==> src/rtl/ip_backward_acc.sv <==
`default_nettype none
// ============================================================================
//  Module   : ip_backward_acc
//  Purpose  : Streaming fixed-point dot-product engine for the FC backward
//             pass. Accumulates WIDTH-wide slices across beats, then emits
//             one rounded, saturated, tagged result per vector.
//  Revision : 1.0 - initial release
// ============================================================================
module ip_backward_acc #(
    parameter int WIDTH  = 4,
    parameter int DATA_W = 16,
    parameter int FRAC_W = 8,
    parameter int ACC_W  = 2*DATA_W+8,
    parameter int ID_W   = 8
) (
    input  logic                     clk,
    input  logic                     reset,
    input  logic                     in_valid,
    output logic                     in_ready,
    input  logic                     in_last,
    input  logic [ID_W-1:0]          in_id,
    input  logic signed [DATA_W-1:0] in_data [WIDTH-1:0],
    input  logic signed [DATA_W-1:0] weights [WIDTH-1:0],
    output logic                     out_valid,
    input  logic                     out_ready,
    output logic [DATA_W-1:0]        out_data,
    output logic [ID_W-1:0]          out_id,
    output logic                     out_sat
);

    localparam int c_l  = $clog2(WIDTH);
    localparam int c_tw = 2*DATA_W + c_l;

    localparam logic signed [ACC_W-1:0]  c_acc_max = {1'b0, {(ACC_W-1){1'b1}}};
    localparam logic signed [ACC_W-1:0]  c_acc_min = {1'b1, {(ACC_W-1){1'b0}}};
    localparam logic signed [DATA_W-1:0] c_out_max = {1'b0, {(DATA_W-1){1'b1}}};
    localparam logic signed [DATA_W-1:0] c_out_min = {1'b1, {(DATA_W-1){1'b0}}};
    localparam logic signed [ACC_W:0]    c_half    = (ACC_W+1)'(1) << (FRAC_W-1);

    logic w_en;

    // Heap-ordered tree: leaves WIDTH..2*WIDTH-1 are the product stage, node 1 is the root.
    logic signed [c_tw-1:0] w_leaf [WIDTH];
    logic signed [c_tw-1:0] r_node [1:2*WIDTH-1];
    logic [c_l:0]           r_vld;
    logic [c_l:0]           r_last;
    logic [ID_W-1:0]        r_id [0:c_l];

    logic signed [ACC_W-1:0] r_acc;
    logic                    r_acc_sat;
    logic                    r_first;
    logic                    r_a_valid;
    logic signed [ACC_W-1:0] r_a_sum;
    logic                    r_a_sat;
    logic [ID_W-1:0]         r_a_id;

    logic                    r_out_valid;
    logic [DATA_W-1:0]       r_out_data;
    logic [ID_W-1:0]         r_out_id;
    logic                    r_out_sat;

    logic signed [ACC_W-1:0] w_base;
    logic signed [ACC_W-1:0] w_tree_ext;
    logic signed [ACC_W:0]   w_sum_wide;
    logic                    w_ovf;
    logic signed [ACC_W-1:0] w_sum;
    logic signed [ACC_W:0]   w_rnd;
    logic [ACC_W-DATA_W+1:0] w_hi;
    logic                    w_clip;
    logic [DATA_W-1:0]       w_out;

    assign w_en      = !r_out_valid || out_ready;
    assign in_ready  = w_en;
    assign out_valid = r_out_valid;
    assign out_data  = r_out_data;
    assign out_id    = r_out_id;
    assign out_sat   = r_out_sat;

    for (genvar i = 0; i < WIDTH; i++) begin : g_prod
        assign w_leaf[i] = c_tw'(in_data[i]) * c_tw'(weights[i]);
    end

    always_ff @(posedge clk or negedge reset) begin
        if (!reset) begin
            r_vld  <= '0;
            r_last <= '0;
            for (int k = 0; k <= c_l; k++) r_id[k] <= '0;
            for (int n = 1; n < 2*WIDTH; n++) r_node[n] <= '0;
        end else if (w_en) begin
            r_vld[0]  <= in_valid;
            r_last[0] <= in_last;
            r_id[0]   <= in_id;
            for (int k = 1; k <= c_l; k++) begin
                r_vld[k]  <= r_vld[k-1];
                r_last[k] <= r_last[k-1];
                r_id[k]   <= r_id[k-1];
            end
            for (int n = 1; n < WIDTH; n++) r_node[n] <= r_node[2*n] + r_node[2*n+1];
            for (int i = 0; i < WIDTH; i++) r_node[WIDTH+i] <= w_leaf[i];
        end
    end

    // Saturating accumulate: one guard bit detects wrap past the ACC_W range.
    assign w_base     = r_first ? '0 : r_acc;
    assign w_tree_ext = ACC_W'(r_node[1]);
    assign w_sum_wide = (ACC_W+1)'(w_base) + (ACC_W+1)'(w_tree_ext);
    assign w_ovf      = w_sum_wide[ACC_W] ^ w_sum_wide[ACC_W-1];
    assign w_sum      = w_ovf ? (w_sum_wide[ACC_W] ? c_acc_min : c_acc_max)
                              : w_sum_wide[ACC_W-1:0];

    always_ff @(posedge clk or negedge reset) begin
        if (!reset) begin
            r_acc     <= '0;
            r_acc_sat <= 1'b0;
            r_first   <= 1'b1;
            r_a_valid <= 1'b0;
            r_a_sum   <= '0;
            r_a_sat   <= 1'b0;
            r_a_id    <= '0;
        end else if (w_en) begin
            r_a_valid <= 1'b0;
            if (r_vld[c_l]) begin
                if (r_last[c_l]) begin
                    r_a_valid <= 1'b1;
                    r_a_sum   <= w_sum;
                    r_a_sat   <= r_acc_sat | w_ovf;
                    r_a_id    <= r_id[c_l];
                    r_acc     <= '0;
                    r_acc_sat <= 1'b0;
                    r_first   <= 1'b1;
                end else begin
                    r_acc     <= w_sum;
                    r_acc_sat <= r_acc_sat | w_ovf;
                    r_first   <= 1'b0;
                end
            end
        end
    end

    // Round half toward +inf, then clip when the upper bits are not pure sign extension.
    assign w_rnd  = ($signed({r_a_sum[ACC_W-1], r_a_sum}) + c_half) >>> FRAC_W;
    assign w_hi   = w_rnd[ACC_W:DATA_W-1];
    assign w_clip = !((&w_hi) || !(|w_hi));
    assign w_out  = w_clip ? (w_rnd[ACC_W] ? c_out_min : c_out_max) : w_rnd[DATA_W-1:0];

    always_ff @(posedge clk or negedge reset) begin
        if (!reset) begin
            r_out_valid <= 1'b0;
            r_out_data  <= '0;
            r_out_id    <= '0;
            r_out_sat   <= 1'b0;
        end else if (w_en) begin
            r_out_valid <= r_a_valid;
            if (r_a_valid) begin
                r_out_data <= w_out;
                r_out_id   <= r_a_id;
                r_out_sat  <= r_a_sat | w_clip;
            end
        end
    end

endmodule
`default_nettype wire

==> config.mk <==
export PLATFORM = sky130hd
export DESIGN_NAME = ip_backward_acc
export DESIGN_NICKNAME = d
export VERILOG_FILES = /design/src/rtl/ip_backward_acc.sv
export SDC_FILE = /design/constraint.sdc
export NUM_CORES = 2
export LEC_CHECK = 0
export ABC_AREA = 1
export CAP_MARGIN = 0
export CORE_MARGIN = 4
export CORE_UTILIZATION = 60
export DETAILED_ROUTE_END_ITERATION = 8
export PLACE_DENSITY = 0.78
export SLEW_MARGIN = 20
export SYNTH_ARGS = -nofsm -noshare
export SYNTH_HDL_FRONTEND = slang
export SYNTH_SLANG_ARGS = --single-unit
export TNS_END_PERCENT = 5
==> constraint.sdc <==
create_clock -name clk -period 5.3 [get_ports clk]
set_input_delay 1.59 -clock clk [delete_from_list [all_inputs] [get_ports clk]]
set_output_delay 1.59 -clock clk [all_outputs]
set_load 0.02 [all_outputs]
# After elaboration in Yosys (flattened, before gate mapping)
# Cells that the tools add are included.
# word_totals
register_bits,386
latch_bits,0
ramBits,0
mem_bits_ro,0
out_inout_bits,27
memories,0
# op_classes
add_sub_neg,5
multipliers,4
n_div,0
magnitude_cmp,0
eq_ne,0
shifts,0
mux,9
bitwise,3
reduce_logical,10
# op_table
cell,count
40-bit two-way mux,4
16-bit by 16-bit multiplier with 32-bit output,4
34-bit adder,3
40-bit by 34-bit adder with 41-bit output,1
"40-bit by 9-bit adder with 41-bit output, second input constant",1
16-bit two-way mux,2
18-bit AND reduction,1
18-bit OR reduction,1
2-bit AND reduction,2
1-bit logical NOT,3
1-bit two-way mux,3
3-bit AND reduction,1
1-bit logical OR,2
1-bit bitwise OR,2
1-bit XOR,1

# Depth between registers and ports, before layout
# logic_depth
word_depth,6
depth_mapped,29
ltp_nobuf,27

# Worst setup path before layout
# OpenSTA, ideal clock, no wires.
# synth_timing
kind,input-to-reg
startpoint,input port weights[3] (netlist name)
endpoint,register r_node[134] (netlist name)
arrival_ns,7.020
setup_slack_ns,-1.838
stages,22
path_buffers,2
path_cell_list,clkbuf_1 > clkbuf_1 > nand2_1 > inv_1 > fa_1 > fa_1 > inv_1 > fa_1 > fa_1 > inv_1 > fa_1 > inv_1 > fa_1 > inv_1 > ha_1 > a21oi_1 > o21ai_0 > a221oi_1 > o211ai_1 > or2_2 > nand3_1 > nand2_1
# synth_between
elab_chain_len,1
# synth_rtl
element,line,rtl
"start, declared",23,"input logic signed [DATA_W-1:0] weights [WIDTH-1:0],"
16-bit by 16-bit multiplier with 32-bit output,80,assign w_leaf[i] = c_tw'(in_data[i]) * c_tw'(weights[i]);
"end, declared",44,logic signed [c_tw-1:0] r_node [1:2*WIDTH-1];
# Every way passes these cells.
# A chain may end at the register's enable or synchronous reset.

# Final worst setup path
# layout_timing
startpoint,input port in_data[1] (netlist name)
endpoint,register r_node[126] (netlist name)
# layout_between
elab_chain_len,1
# layout_rtl
element,line,rtl
"start, declared",22,"input logic signed [DATA_W-1:0] in_data [WIDTH-1:0],"
16-bit by 16-bit multiplier with 32-bit output,80,
# Every way passes these cells.

==> results.ini <==
[critical_path]
endpoint_kind=register
crit_type=input port to register
worst_setup_path_start_kind=input port
path_max_fanout=5
crit_required_ns=5.78
arrival_ns=7.15

[floorplanning]
die_area_um2=113000
fp.coreArea_um2=107000
num_rows=120
die_h_um=337
start_util_pct=60.5
die_x_um=337
io_pins=168

[route]
drt_first_pass_iters=7
routed_via_density=5.51
drc_errors=0
wire_per_inst_um=18.7
totalWireLength_um=204000
vias=60190
antenna_violating_nets_post_route=0
drt_iter0_drc=5006

[logic_synthesis]
synth_cells=8602
async_flop_share_pct=100
synth_cell_types=49
synth_edf_count=0
seq_area_frac_synth_pct=14.3
ys_ff_latch=371
yosys_warnings=0
synth_fp_nets=10261
synthFlopType=dfrtp_1
avgSynthCellArea_um2=7.54
synth_area_um2=64900

[timing]
hold_viol_final=0
fmax_mhz=150
whs_ns=0.464
finalSetupViolations=97
skew_ns=0.0530
drv_slew=0
fin_crit_sh_pct=126
tightest_slew_ns=1.05
rsz0062_at_grt=true
fin_ws_ns=-1.36
min_period_ns=6.66
slew_headroom_pct=29.7

[global_routing]
grt.overflow.total=0
grt_pass1_vias=62367
gr-usage-all-layers_pct=34.4
grt_first_pass_wirelength_um=313000
grt_max_degree=201
antenna_found_initial=1

[place]
gp_congestion=0.950
pre_cts_slack_ns=-2.21
hpwl_um=152000
port_buffers=167

[clock_tree]
cts_tree=built
cts_buffers=44
clk_latency_ns=0.60
htreeDepth=2
cts.path.max_buffers=3
hold_buffers=0
clock-root-buffer=clkbuf_16
clk_pin_slew_ns=0.06
clkSinkCount=371

[final_layout]
final_common_cell=nand2_1
fin_nets=11147
layout_common_cells=nand2_1, inv_1, fa_1
drive_above_1_share_pct=20.3
syn2layout_area_growth_pct=23.7

[run_status]
status=complete, but fails checks
violations=setup timing

[min_path]
hold_class=register to register

[job]
cap_violations=0

-- worst paths after layout --
check	from	end	slack (ns)	cells past startpoint
worst max-delay path	in_data[1]	r_node[126]	-1.36	23
worst min-delay path	r_id[17]	r_id[9]	0.46	2
worst max register to register	r_first	r_acc[7]	0.89	14
worst min register to register	r_id[17]	r_id[9]	0.46	2
max in group asynchronous	reset	r_node[60]	3.19	2
min in group asynchronous	reset	r_node[205]	1.04	1
-- worst max-delay path, stage by stage --
cell and delay (ns):
clkdlybuf4s15_1 0.33, nand2_2 0.13, fa_1 0.43, inv_1 0.28
fa_2 0.55, fa_2 0.63, fa_2 0.43, fa_1 0.51
inv_1 0.06, fa_1 0.50, inv_1 0.07, ha_4 0.31
nand2_4 0.07, nor2_4 0.14, nor3b_4 0.24, buf_4 0.15
nand2_1 0.06, nand3_2 0.10, a21o_1 0.18, buf_4 0.12
or2_4 0.10, nand3_2 0.05, nand2_1 0.11
-- stage by stage --
step / util [%] / setup TNS [ns] / cell area [um^2] / instances
CTS: 72.9 / -94.26 / 78100 / 10816
detailed placement: 69.0 / -188.67 / 74000 / 10603
global placement: 69.0 / -180.40 / 74000 / 10603
finish: 74.9 / -90.00 / 80200 / 10925
global route: 74.9 / -105.16 / 80200 / 10924
floorplan: - / -94.07 / 66400 / 8602
-- Yosys cell counts, drive strengths merged, types with 35 or more instances --
cell type,instances,share of area (%)
a21o,42,0.49
a21oi,264,2.0
a31oi,53,0.51
clkbuf,309,1.8
dfrtp,370,14
fa,1052,32
ha,466,9.0
inv,2039,12
nand2,2355,14
nand3,275,2.1
nand4,60,0.58
nor2,502,3.0
nor3,35,0.27
o21ai,349,2.7
o21bai,47,0.54
or2,75,0.72
xnor2,100,1.4
xor2,76,1.0
-- registers in the layout, summed over array words and instances, names as in the netlist, 3 cells and up --
name      count
r_node      230
r_acc        40
r_a_sum      33
r_id         24
out_data     16
out_id        8
r_a_id        8
r_last        3
r_vld         3
-- final cells by class --
type	instances	area, um^2
Fill cell	7608	27000
Inverter	2041	7690
Tap cell	1403	1760
Sequential cell	371	9290
Clock buffer	60	1240
Multi-Input combinational cell	5867	49500
Timing Repair Buffer	1163	10500
Clock inverter	19	236
Antenna cell	1	2.50
-- kinds of logic (layout without fill, tap and decap cells) --
kind of cell	count (synthesis)	count (layout)	synth area share, %
AO/OA/AOI/OAI	834	834	7.25
XOR/XNOR	176	176	2.38
adder cells (fa/ha/maj)	1518	1518	41.5
buffers and inverters	2364	3283	13.7
flip-flops	371	371	14.3
other	0	1	0
AND/OR/NAND/NOR	3339	3339	20.8
-- timing repair --
action,4_1_cts,5_1_grt
setup endpoints to repair,101,101
setup buffers,117,98
resized for setup,634,621
endpoints found under the hold margin,0,0
cloned,17,14
pin swaps,238,340
-- metal layers --
layer / GRT usage (%) / up-vias / share of wire (%)
li1: - / 27363 / -
met1: 43.1 / 29144 / 37
met2: 60.7 / 2722 / 49
met3: 3.68 / 959 / 6.9
met4: 14.6 / 2 / 6.3
met5: 0 / - / 0.0059
Power is not shown: default switching activity piles up to over one toggle a cycle in this logic, so the estimate is an artifact.
